## src/rtl/lsu_pkg.sv

```systemverilog
// lsu_pkg: shared types, constants and helpers for the KIRA data-memory
// access controller (lsu_arb_ctrl) and its load alignment sub-block.
//   - lsu_state_e : controller FSM states
//   - lsu_owner_e : which requester owns the current transaction
//   - F3_*        : RV32 load/store funct3 encodings
//   - be_gen      : byte-enable pattern for a given funct3 and byte lane
//   - misaligned  : access error flag (bad alignment or undefined funct3)
package lsu_pkg;

    typedef enum logic [1:0] {
        ST_IDLE = 2'd0,
        ST_REQ  = 2'd1,
        ST_WAIT = 2'd2,
        ST_RESP = 2'd3
    } lsu_state_e;

    typedef enum logic {
        OWN_CORE = 1'b0,
        OWN_PSRF = 1'b1
    } lsu_owner_e;

    localparam logic [2:0] F3_B  = 3'b000;
    localparam logic [2:0] F3_H  = 3'b001;
    localparam logic [2:0] F3_W  = 3'b010;
    localparam logic [2:0] F3_BU = 3'b100;
    localparam logic [2:0] F3_HU = 3'b101;

    // funct3[1:0] carries the access size for both loads and stores.
    function automatic logic [3:0] be_gen(input logic [2:0] func3,
                                          input logic [1:0] lane);
        logic [3:0] be;
        case (func3[1:0])
            2'b00:   be = 4'b0001 << lane;
            2'b01:   be = 4'b0011 << lane;
            default: be = 4'b1111;
        endcase
        return be;
    endfunction

    // Undefined encodings (011, 110, 111) are reported the same way as a
    // misaligned access so the requester sees a single error path.
    function automatic logic misaligned(input logic [2:0] func3,
                                        input logic [1:0] lane);
        logic mis;
        case (func3)
            F3_B, F3_BU: mis = 1'b0;
            F3_H, F3_HU: mis = lane[0];
            F3_W:        mis = (lane != 2'b00);
            default:     mis = 1'b1;
        endcase
        return mis;
    endfunction

endpackage

```

## src/rtl/lsu_load_align.sv

```systemverilog
// lsu_load_align: combinational load data alignment and extension.
// Ports:
//   rdata [31:0] in  : raw word returned by data memory
//   func3 [2:0]  in  : RV32 load funct3 (LB/LH/LW/LBU/LHU)
//   lane  [1:0]  in  : byte address bits [1:0] of the access
//   word  [31:0] out : selected byte/half, sign- or zero-extended, or full word
module lsu_load_align
    import lsu_pkg::*;
(
    input  logic [31:0] rdata,
    input  logic [2:0]  func3,
    input  logic [1:0]  lane,
    output logic [31:0] word
);

    logic [7:0]  byte_sel;
    logic [15:0] half_sel;

    // Little-endian lanes: byte n lives in rdata[8n+7:8n]. Halves are picked
    // by addr[1] alone since an aligned half never starts on an odd lane.
    assign byte_sel = rdata[{lane, 3'b000} +: 8];
    assign half_sel = rdata[{lane[1], 4'b0000} +: 16];

    always_comb begin
        word = rdata;
        case (func3)
            F3_B:    word = {{24{byte_sel[7]}}, byte_sel};
            F3_BU:   word = {24'd0, byte_sel};
            F3_H:    word = {{16{half_sel[15]}}, half_sel};
            F3_HU:   word = {16'd0, half_sel};
            default: word = rdata;
        endcase
    end

endmodule

```

## src/rtl/lsu_arb_ctrl.sv

```systemverilog
// lsu_arb_ctrl: data-memory access controller for the KIRA RISC-V core.
// Arbitrates (round-robin) between the core load/store port and the PSRF
// word-load port, runs one transaction at a time on a req/gnt/rvalid bus,
// builds store byte-enables / lane data and returns aligned load data.
// Ports:
//   clk, rst                  : clock, synchronous active-high reset
//   core_valid/ready          : core request handshake
//   core_we/func3/addr/wdata  : core request payload (wdata right-aligned)
//   core_rsp_valid/data/err   : core one-cycle response
//   psrf_valid/ready/addr     : PSRF word-load request
//   psrf_rsp_valid/data/err   : PSRF one-cycle response
//   dmem_req/gnt              : memory request handshake
//   dmem_we/be/addr/wdata     : memory request payload (word address)
//   dmem_rvalid/rdata         : memory read data / write acknowledge
module lsu_arb_ctrl
    import lsu_pkg::*;
#(
    parameter int AW         = 32,
    parameter bit PSRF_FIRST = 1'b0
) (
    input  logic          clk,
    input  logic          rst,

    input  logic          core_valid,
    output logic          core_ready,
    input  logic          core_we,
    input  logic [2:0]    core_func3,
    input  logic [AW-1:0] core_addr,
    input  logic [31:0]   core_wdata,
    output logic          core_rsp_valid,
    output logic [31:0]   core_rsp_data,
    output logic          core_rsp_err,

    input  logic          psrf_valid,
    output logic          psrf_ready,
    input  logic [AW-1:0] psrf_addr,
    output logic          psrf_rsp_valid,
    output logic [31:0]   psrf_rsp_data,
    output logic          psrf_rsp_err,

    output logic          dmem_req,
    input  logic          dmem_gnt,
    output logic          dmem_we,
    output logic [3:0]    dmem_be,
    output logic [AW-1:0] dmem_addr,
    output logic [31:0]   dmem_wdata,
    input  logic          dmem_rvalid,
    input  logic [31:0]   dmem_rdata
);

    localparam logic [1:0] IDLE = ST_IDLE;
    localparam logic [1:0] REQ  = ST_REQ;
    localparam logic [1:0] WAIT = ST_WAIT;
    localparam logic [1:0] RESP = ST_RESP;

    logic [1:0]    state_reg, state_next;
    lsu_owner_e    owner_reg;
    lsu_owner_e    last_reg;       // requester granted most recently
    logic          we_reg;
    logic [2:0]    func3_reg;
    logic [AW-1:0] addr_reg;
    logic [3:0]    be_reg;
    logic [31:0]   wdata_reg;      // already lane-replicated
    logic          err_reg;
    logic [31:0]   rsp_data_reg;

    // ------------------------------------------------------------------
    // Arbitration. The requester not granted last wins a tie; a lone
    // valid always wins. Everything is held off while rst is high so the
    // outputs read 0 from the first reset cycle on.
    // ------------------------------------------------------------------
    logic          active;
    logic          idle;
    logic          pick_psrf;
    logic          accept;
    logic [2:0]    acc_func3;
    logic [AW-1:0] acc_addr;
    logic          acc_we;
    logic          acc_mis;
    logic [31:0]   acc_wdata;

    assign active     = !rst;
    assign idle       = active && (state_reg == IDLE);
    assign pick_psrf  = psrf_valid && (!core_valid || (last_reg == OWN_CORE));
    assign core_ready = idle && core_valid && !pick_psrf;
    assign psrf_ready = idle && pick_psrf;
    assign accept     = core_ready || psrf_ready;

    // PSRF always issues a plain word load.
    assign acc_func3 = pick_psrf ? F3_W : core_func3;
    assign acc_addr  = pick_psrf ? psrf_addr : core_addr;
    assign acc_we    = !pick_psrf && core_we;
    assign acc_mis   = misaligned(acc_func3, acc_addr[1:0]);

    // Store data is replicated across lanes at accept time so the memory
    // side only needs the byte-enables to pick the right bytes.
    always_comb begin
        acc_wdata = 32'd0;
        if (acc_we) begin
            case (acc_func3[1:0])
                2'b00:   acc_wdata = {4{core_wdata[7:0]}};
                2'b01:   acc_wdata = {2{core_wdata[15:0]}};
                default: acc_wdata = core_wdata;
            endcase
        end
    end

    // ------------------------------------------------------------------
    // Load alignment
    // ------------------------------------------------------------------
    logic [31:0] load_word;

    lsu_load_align u_load_align (
        .rdata (dmem_rdata),
        .func3 (func3_reg),
        .lane  (addr_reg[1:0]),
        .word  (load_word)
    );

    // ------------------------------------------------------------------
    // FSM
    // ------------------------------------------------------------------
    always_comb begin
        state_next = state_reg;
        case (state_reg)
            IDLE: begin
                if (accept) begin
                    state_next = acc_mis ? RESP : REQ;
                end
            end
            REQ: begin
                if (dmem_gnt) begin
                    state_next = WAIT;
                end
            end
            WAIT: begin
                if (dmem_rvalid) begin
                    state_next = RESP;
                end
            end
            RESP: begin
                state_next = IDLE;
            end
            default: begin
                state_next = IDLE;
            end
        endcase
    end

    always_ff @(posedge clk) begin
        if (rst) begin
            state_reg    <= IDLE;
            // Pretend the other side was granted last so PSRF_FIRST wins
            // the first tie.
            last_reg     <= PSRF_FIRST ? OWN_CORE : OWN_PSRF;
            owner_reg    <= OWN_CORE;
            we_reg       <= 1'b0;
            func3_reg    <= 3'd0;
            addr_reg     <= '0;
            be_reg       <= 4'd0;
            wdata_reg    <= 32'd0;
            err_reg      <= 1'b0;
            rsp_data_reg <= 32'd0;
        end else begin
            state_reg <= state_next;
            if (accept) begin
                owner_reg    <= pick_psrf ? OWN_PSRF : OWN_CORE;
                last_reg     <= pick_psrf ? OWN_PSRF : OWN_CORE;
                we_reg       <= acc_we;
                func3_reg    <= acc_func3;
                addr_reg     <= acc_addr;
                be_reg       <= be_gen(acc_func3, acc_addr[1:0]);
                wdata_reg    <= acc_wdata;
                err_reg      <= acc_mis;
                rsp_data_reg <= 32'd0;
            end
            // Stores and errored accesses return 0; only loads carry data.
            if ((state_reg == WAIT) && dmem_rvalid) begin
                rsp_data_reg <= we_reg ? 32'd0 : load_word;
            end
        end
    end

    // ------------------------------------------------------------------
    // Memory-side outputs: driven only while requesting, so the bus sees
    // zeros in every other state.
    // ------------------------------------------------------------------
    logic in_req;
    assign in_req = active && (state_reg == REQ);

    assign dmem_req   = in_req;
    assign dmem_we    = in_req && we_reg;
    assign dmem_be    = in_req ? be_reg : 4'd0;
    assign dmem_addr  = in_req ? {addr_reg[AW-1:2], 2'b00} : '0;
    assign dmem_wdata = (in_req && we_reg) ? wdata_reg : 32'd0;

    // ------------------------------------------------------------------
    // Responses: one cycle in RESP, routed to the owner only.
    // ------------------------------------------------------------------
    logic in_resp;
    assign in_resp = active && (state_reg == RESP);

    assign core_rsp_valid = in_resp && (owner_reg == OWN_CORE);
    assign core_rsp_data  = core_rsp_valid ? rsp_data_reg : 32'd0;
    assign core_rsp_err   = core_rsp_valid && err_reg;

    assign psrf_rsp_valid = in_resp && (owner_reg == OWN_PSRF);
    assign psrf_rsp_data  = psrf_rsp_valid ? rsp_data_reg : 32'd0;
    assign psrf_rsp_err   = psrf_rsp_valid && err_reg;

endmodule

```

## config.mk

```make
export PLATFORM = sky130hd
export DESIGN_NAME = lsu_arb_ctrl
export DESIGN_NICKNAME = d
export VERILOG_FILES = /design/src/rtl/lsu_pkg.sv /design/src/rtl/lsu_load_align.sv /design/src/rtl/lsu_arb_ctrl.sv
export SDC_FILE = /design/constraint.sdc
export NUM_CORES = 1
export LEC_CHECK = 0
export CORE_MARGIN = 5
export CORE_UTILIZATION = 42
export CTS_CLUSTER_SIZE = 10
export DETAILED_ROUTE_END_ITERATION = 12
export PLACE_DENSITY = 0.81
export SYNTH_ARGS = -nofsm -noshare
export SYNTH_HDL_FRONTEND = slang
export SYNTH_SLANG_ARGS = --single-unit
```

## constraint.sdc

```tcl
create_clock -name clk -period 3.05 [get_ports clk]
set_input_delay 0.915 -clock clk [delete_from_list [all_inputs] [get_ports clk]]
set_output_delay 0.915 -clock clk [all_outputs]
set_load 0.005 [all_outputs]
```

==> impl_metrics.ini <==
[floorplanning]
core_area_mm2 = 0.0139
fp-row-count = 43
start_util = 0.431
die_area_mm2 = 0.0168
io_pins = 278
die_y_um = 130
die_w_um = 130

[clock_network]
cts-root-to-sink-buffers = 2
clk_latency_ps = 350
cts_made_buffers = 9
clock_sinks = 109
clk_transition_reported_paths_ps = 70
cts_tree = yes
cts_root_buf = clkbuf_16
cts.hold.buffers_added = 0
cts_max_level = 3

[route]
vias_per_cell = 5.38
first_pass_iters = 5
totalWireLength_um = 21400
drcViolationCount = 0
wl_per_cell_um = 18.0
drtIter0Drc = 430
vias = 6402
drtAntennaViolNets = 0

[finish]
finish.instance_area_mm2 = 0.00948
register_area_mm2 = 0.00218
fin_util = 0.681
layout.cells.non_filler = 1190
multi_input_area_mm2 = 0.00356
n_antenna_cell = 0
nNetsFinal = 1148
layout-area-overhead-vs-synth_pct = 58.0
fill_cells = 1176
drive_gt1_frac = 0.0832

[sta]
setup_viol = 6
skew_ps = 7.84
hold_viol = 0
slew_viol_final = 0
tns_ps = -70.1
rsz0062_at_grt = yes
max_slew.worst_pin.slew_ps = 932
fin_ws_ps = -30.0
holdWs_ps = 446
period_minus_slack_ps = 3080
max_freq_mhz = 325
slew_headroom = 0.376
timing.final.crit_share = 1.01

[yosys]
synth_area_mm2 = 0.00600
synth.avg_cell_area_um2 = 8.03
synth_area_leaders = dfxtp_1, and2_1, nand2_1, a311oi_1, mux2i_1
postSynthCellCount = 748
ys_seq_area_frac = 0.363
synth-edff-count = 0
post_synth_num_cell_types = 54
synth_top_area_share = 0.363
synth-seq-cells = 109
synth_top_area_cell = dfxtp_1
synthArstFlopShare = 0
synth_ff_type = dfxtp_1
yosysWarnings = 0

[worst_setup_path]
max_stage_delay_ps = 520
crit_arrival_ps = 2160
crit_path_frequent_cell = buf_4
start_kind = input pin
worst-path-max-fanout = 6
cp_slowest_cell = clkdlybuf4s50_1
crit_type = input pin to primary output
path_cells = buf_4 > nor2b_4 > buf_4 > buf_6 > and3_1 > clkdlybuf4s50_1
worstPathRequired_ps = 2130
cp-end-kind = primary output

[place]
placed_area_mm2 = 0.00902
place_inst = 1167
port-buffer-count = 275
globalplace.congestion = 0.860
hpwlAfterDp_um = 15800

[worst_hold_path]
hold_class = flip-flop to flip-flop

[outcome]
status = finished with violations
failed_checks = negative setup slack

[flow_run]
maxCapViolCount = 0

[grt]
gr-total-overflow = 0
grt_max_degree = 69
grt_pass1_vias = 6144
gr-usage-all-layers = 0.241
antenna_found_initial = 0
grt_pass1_wl_um = 32100

[power_and_ir_drop]
powerDensity_mw_per_mm2 = 473
vdd_drop_max_mv = 0.341
p_leak_nw = 4.95
## worst paths after layout
| kind | startpoint | end | slack, ps | cells after the start |
|---|---|---|---|---|
| worst max register to register | addr_reg[0] | rsp_data_reg[7] | 970 | 4 |
| worst min-delay path | wdata_reg[9] | wdata_reg[9] | 450 | 2 |
| worst min register to register | wdata_reg[9] | wdata_reg[9] | 450 | 2 |
| worst max-delay path | rst | dmem_wdata[15] | -30 | 6 |
## cells in the mapped netlist, drive strengths merged (2+ instances only)
cell type and number:
a22oi 18, inv 6, o21bai 2, clkbuf 45
and2 101, or3 2, a221o 16, ha 5
and3b 3, a221oi 2, mux4 2, nor4 2
nor3b 2, o311ai 2, o21ai 48, a22o 2
mux2i 26, nand2b 5, nor4b 2, a21oi 21
nor2 63, nand3b 2, nor2b 7, mux2 10
o22ai 2, a32o 7, nand2 116, a211oi 4
buf 22, nor3 13, and3 32, dfxtp 109
a311oi 33, a21boi 7
## layer usage
metal | vias up | routed length, um | track usage
met5 | - | 0 | 0
met4 | 0 | 570 | 0.0960
met3 | 36 | 2060 | 0.0750
met2 | 275 | 10000 | 0.402
met1 | 2954 | 8750 | 0.290
li1 | 3137 | - | -
## through the flow
step	worst slack [ps]	power [mW]
6_report	-30.0	4.49
5_1_grt	-89.0	4.76
4_1_cts	-19.8	4.49
3_5_place_dp	-247	3.39
3_3_place_gp	-250	3.36
2_1_floorplan	248	2.76
## layout by cell type, fill, tap and decap left out, types with 7 or more instances in the layout
master	netlist	layout
a221o_1	16	16
dfxtp_1	109	109
clkdlybuf4s50_1	0	167
nor2_1	63	60
clkbuf_16	0	11
nor3_1	11	11
buf_4	5	28
a311oi_1	33	33
nand2_1	116	116
mux2i_1	26	26
dlymetal6s2s_1	0	57
and3_1	32	32
a22oi_1	18	18
and2_1	101	101
a21oi_1	20	20
a32o_1	7	7
mux2_2	9	9
o21ai_0	48	48
dlygate4sd2_1	0	50
## cells by family after synthesis
group,Yosys count,synth area share
adders and majority gates,5,0.0104
AOI/OAI and AO/OA,168,0.202
DFF,109,0.363
muxes,38,0.0702
buffers and inverters,73,0.0519
other,1,0.000625
and+or+nand+nor,354,0.302
## cell type report
class,count,share of cell area
flip-flops and latches,109,0.230
multi-input cells,567,0.375
clock buffers,12,0.0260
well taps,180,0.0237
repair buffers,312,0.340
inverters,6,0.00237
clock inverters,4,0.00251
## repair_timing
action / in CTS / in global routing
setup buffers: 0 / 4
gates resized for setup: 55 / 63
setup endpoints to repair: 79 / 85
cloned: 0 / 3
## power breakdown
part           switching, mW  total (mW)  internal (mW)
logic                  0.808        1.53          0.718
clock network          0.529        1.10          0.575
registers              0.188        1.86           1.67
total                   1.53        4.49           2.96
## worst max-delay path: cells and delay by family
| family | cells | cell delay, ps |
|---|---|---|
| buffers and inverters | 4 | 910 |
| and+or+nand+nor | 2 | 340 |
(Power assumes the default switching activity.)
